$ cat config.mk
export PLATFORM = sky130hd
export DESIGN_NAME = mips_cpu_state_sequencer
export DESIGN_NICKNAME = d
export VERILOG_FILES = /design/src/rtl/mips_cpu_state_sequencer.sv
export SDC_FILE = /design/constraint.sdc
export NUM_CORES = 1
export LEC_CHECK = 0
export ABC_AREA = 1
export BUFFER_PORTS_ARGS = -buffer_cell sky130_fd_sc_hd__clkbuf_2
export CORE_ASPECT_RATIO = 1.1
export CORE_UTILIZATION = 30
export DETAILED_ROUTE_END_ITERATION = 8
export PLACE_DENSITY = 0.75
export SYNTH_ARGS = -nofsm -noshare
export SYNTH_HDL_FRONTEND = slang
export SYNTH_SLANG_ARGS = --single-unit
export TNS_END_PERCENT = 1
$ cat constraint.sdc
create_clock -name clk -period 1.2 [get_ports clk]
set_clock_uncertainty 0.1 [all_clocks]
set_input_delay 0.12 -clock clk [delete_from_list [all_inputs] [get_ports clk]]
set_output_delay 0.12 -clock clk [all_outputs]
set_load 0.05 [all_outputs]
$ cat src/rtl/mips_cpu_state_sequencer.sv
// mips_cpu_state_sequencer: multicycle FETCH/DECODE/EXEC1/EXEC2 sequencer with memory stall and jump-to-0 halt.
// Optional performance counters are built when MIPS_CPU_PERF_COUNTERS_EN is defined.
module mips_cpu_state_sequencer (
   input  logic        clk,
   input  logic        reset_n,
   input  logic [5:0]  opcode,
   input  logic        mem_req,
   input  logic        mem_waitrequest,
   input  logic        pcwrite,
   input  logic [31:0] pc_next,
   output logic [2:0]  state,
   output logic        active,
   output logic        instr_done,
   output logic [31:0] cycle_count,
   output logic [31:0] instr_count
);
   typedef enum logic [2:0] {
      S_HALTED = 3'd0,
      S_FETCH  = 3'd1,
      S_DECODE = 3'd2,
      S_EXEC1  = 3'd3,
      S_EXEC2  = 3'd4
   } state_t;
   state_t r_state, w_next;
   logic   r_active, r_halt_pending;
   logic   w_stall, w_set, w_final, w_halt;
   always_comb begin
      w_stall    = mem_req & mem_waitrequest;
      w_set      = pcwrite & (pc_next == 32'h0) &
                   (r_state == S_DECODE || r_state == S_EXEC1 || r_state == S_EXEC2);
      // j/beq/bne resolve in EXEC1; everything else needs EXEC2
      w_final    = (r_state == S_EXEC2) ||
                   (r_state == S_EXEC1 && (opcode == 6'h02 || opcode == 6'h04 || opcode == 6'h05));
      w_halt     = r_halt_pending | w_set;
      instr_done = w_final & ~w_stall;
      w_next     = S_FETCH;
      case (r_state)
         S_HALTED:         w_next = S_HALTED;
         S_FETCH:          w_next = w_stall ? S_FETCH : S_DECODE;
         S_DECODE:         w_next = w_stall ? S_DECODE : S_EXEC1;
         S_EXEC1, S_EXEC2: w_next = w_stall ? r_state : instr_done ? (w_halt ? S_HALTED : S_FETCH) : S_EXEC2;
         default:          w_next = S_FETCH;
      endcase
   end
   always_ff @(posedge clk) begin
      if (!reset_n) begin
         r_state        <= S_FETCH;
         r_active       <= 1'b1;
         r_halt_pending <= 1'b0;
      end else begin
         r_state        <= w_next;
         r_active       <= (w_next != S_HALTED);
         r_halt_pending <= (w_next == S_FETCH) ? 1'b0 : (r_halt_pending | w_set);
      end
   end
   assign state  = r_state;
   assign active = r_active;
`ifdef MIPS_CPU_PERF_COUNTERS_EN
   logic [31:0] r_cycle_count, r_instr_count;
   // both freeze in HALTED since active and instr_done are then 0
   always_ff @(posedge clk) begin
      if (!reset_n) begin
         r_cycle_count <= 32'h0;
         r_instr_count <= 32'h0;
      end else begin
         if (r_active)   r_cycle_count <= r_cycle_count + 32'h1;
         if (instr_done) r_instr_count <= r_instr_count + 32'h1;
      end
   end
   assign cycle_count = r_cycle_count;
   assign instr_count = r_instr_count;
`else
   assign cycle_count = 32'h0;
   assign instr_count = 32'h0;
`endif
endmodule

==> summary.md <==
| Metric | Value |
|---|---|
| Antenna diodes | 0 |
| Final Setup Violations | 6 |
| Arrival time worst endpoint | 1.27 ns |
| Vias | 875 |
| Worst-Skew Late Latency | 0.25 ns |
| Seq cells post-synth | 5 |
| First-pass GRT wire length | between 2000 and 2500 um |
| Port buffer count | 47 |
| CP Max Fanout | 3 |
| Outcome | finished with violations |
| Min-delay worst type | in2reg |
| Gr usage total | 0.0907 |
| Die X | 55.7 um |
| Pwr dens | 1110 nW/um^2 |
| Largest net degree at the start of global routing | 5 |
| Core ar. | about 3000 um^2 |
| Gate Count Post-Synth | ~150 |
| Crit path required time | 0.98 ns |
| Layout area overhead | 20.6% |
| Total CTS buffers | 3 |
| Residual DRC | 0 |
| Vias/cell | 3.63 |
| RePlAce Congestion | between 0.7 and 0.8 |
| Max_cap viols | 0 |
| Total gr overflow | 0 |
| PnR worst setup slack | -0.288 ns |
| Layout cell share with drive strength beyond 1 | 0.396 |
| Clk pin slew, worst setup/hold paths | about 0.040 ns |
| Final worst-path cycle share | 1.24 |
| Sequential element share of the synthesized area | 0.105 |
| Synth Warn # | 0 |
| Kind of critical path | reg2out |
| Max incr delay on CP | 0.34 ns |
| Synth area leaders | buf_4 50%, nor2_1 11%, dfxtp_1 11% |
| Final Hold Fails | 0 |
| Fillers | 326 |
| Failing checks | negative setup slack |
| Initial antenna violation count | 0 |
| Io pins | roughly 110 |
| Starting Density | 0.315 |
| Lkg Pwr | roughly 0.00068 uW |
| Drt total wl | ~1700 um |
| Remaining antenna violation count | 0 |
| DR WL/cell | 7.07 um |
| Max-slew violation count | 0 |
| Post-synth cell types | 22 |
| Crit-path most repeated cell | nand2_4 |
| Cells after DPL | approximately 230 |
| Fin cells | 241 |
| Post-layout min period | between 1 and 1.5 ns |
| Crit-path slowest cell | dfxtp_4 |
| Crit path cell chain | inv_4, nand2_4, nor2_4, inv_2, nand2_4, nand2_4, nor2_4, buf_8 |
| CP Launch Type | flop |
| Dpl hpwl | approximately 1400 um |
| Post-synth top area share | 0.505 |
| Synthesized area | 952 um^2 |
| Syn avg cell area | approximately 6.5 um^2 |
| Die Ht | 61.1 um |
| Area leader, netlist | buf_4 |
| Nets@finish | 251 |
| Fmax | 0.672 GHz |
| Row count | 21 |
| Clock Tree Buf Depth | 2 |
| Initial DRC count | 11 |
| CTS HTree Levels | 1 |
| Dpl ws | -0.169 ns |
| Unrepaired setup endpoints after global routing | true |
| Sinks on Clock Net | 5 |
| CTS root buffer | clkbuf_4 |
| Total Neg Setup Slack | -1.30 ns |
| CTS Hold Bufs | 0 |
| Vias in the first global route | 608 |
| Maximum VDD drop | 761 uV |
| CTS tree | built |
| Die area | 3400 um^2 |
| Pre-antenna DRT Iters | 4 |
| WP buf/inv | 3 |
| Crit path capture type | primary output |
| Largest delay share family, worst path | simple AND/OR/NAND/NOR gates |
per-layer routing:
layer  vias to the layer above  wire length [um]  global-route usage
met2                        71               936               0.213
met4                         0                49              0.0429
met1                       352               497              0.0687
met5                         -                 0                   0
li1                        441                 -                   -
met3                        11               221              0.0189
cells by family (layout without fill, tap and decap cells):
family | Yosys count | in the layout | synth area share
flops | 5 | 5 | 0.105
buf+inv | 74 | 71 | 0.544
other cells | 1 | 64 | 0.00394
compound gates | 3 | 3 | 0.0223
simple gates | 64 | 64 | 0.325
synth_stat cells (all sizes together):
cell / n
and2: 1
nand2: 21
nor3b: 1
o211ai: 1
nor4: 1
nor2: 31
dfxtp: 5
a21oi: 2
buf: 64
or2: 1
nand3: 5
conb: 1
nand4: 2
inv: 10
nor3: 1
worst paths after layout:
path	cells past startpoint	to	slack, ns	start
worst max-delay path	8	instr_done	-0.29	state[1]
worst min-delay path	2	active	0.00003	reset_n
worst max register to register	11	active	-0.27	state[1]
worst min register to register	4	r_halt_pending	0.47	r_halt_pending
cell type report:
type	instances	area, um^2	area share
Timing Repair Buffer	57	329	0.286
Sequential cell	5	111	0.0970
Multi-Input combinational cell	131	597	0.520
Tap cell	34	42.5	0.0370
Inverter	10	42.5	0.0370
Clock buffer	4	26.3	0.0229
per-stage QoR:
stage / cell area [um^2] / utilization / total power (uW) / hold WS (ns)
after floorplan: 1200 / - / 1030 / 0.103
after global placement: 1040 / 0.343 / 1010 / 0.255
after detailed placement: 1040 / 0.343 / 1020 / 0.258
after CTS: 1140 / 0.377 / 1260 / 0.00541
after global routing: 1150 / 0.380 / 1340 / 0.0146
final: 1150 / 0.380 / 1280 / 0.0000293
repair_timing:
item                                    in CTS  in global routing
hold endpoints to repair                     0                  0
endpoints found under the setup margin       7                  8
resized for setup                            9                  6
pin swaps                                    5                  2
buffers inserted                             5                  0
flip-flops by register name, indices dropped and copies added, names as in the netlist:
register / count
state: 3
active: 1
r_halt_pending: 1
where the power goes:
group          switching (uW)  leakage [uW]  internal (uW)  total, uW
logic                     680      0.000626            188        868
clock network            71.4     0.0000150            126        197
registers                18.2     0.0000427            192        210
cells in the final DEF, fill, tap and decap left out, types with 3 or more instances in the layout:
master and instances:
nor2_1 28, buf_4 9, clkbuf_2 43, clkbuf_4 5, conb_1 64, nand2_4 3
nand2_1 14, nand3_1 4, inv_1 6, nand2_2 4, dfxtp_4 3
No activity file was read; power rests on OpenSTA's default activity.
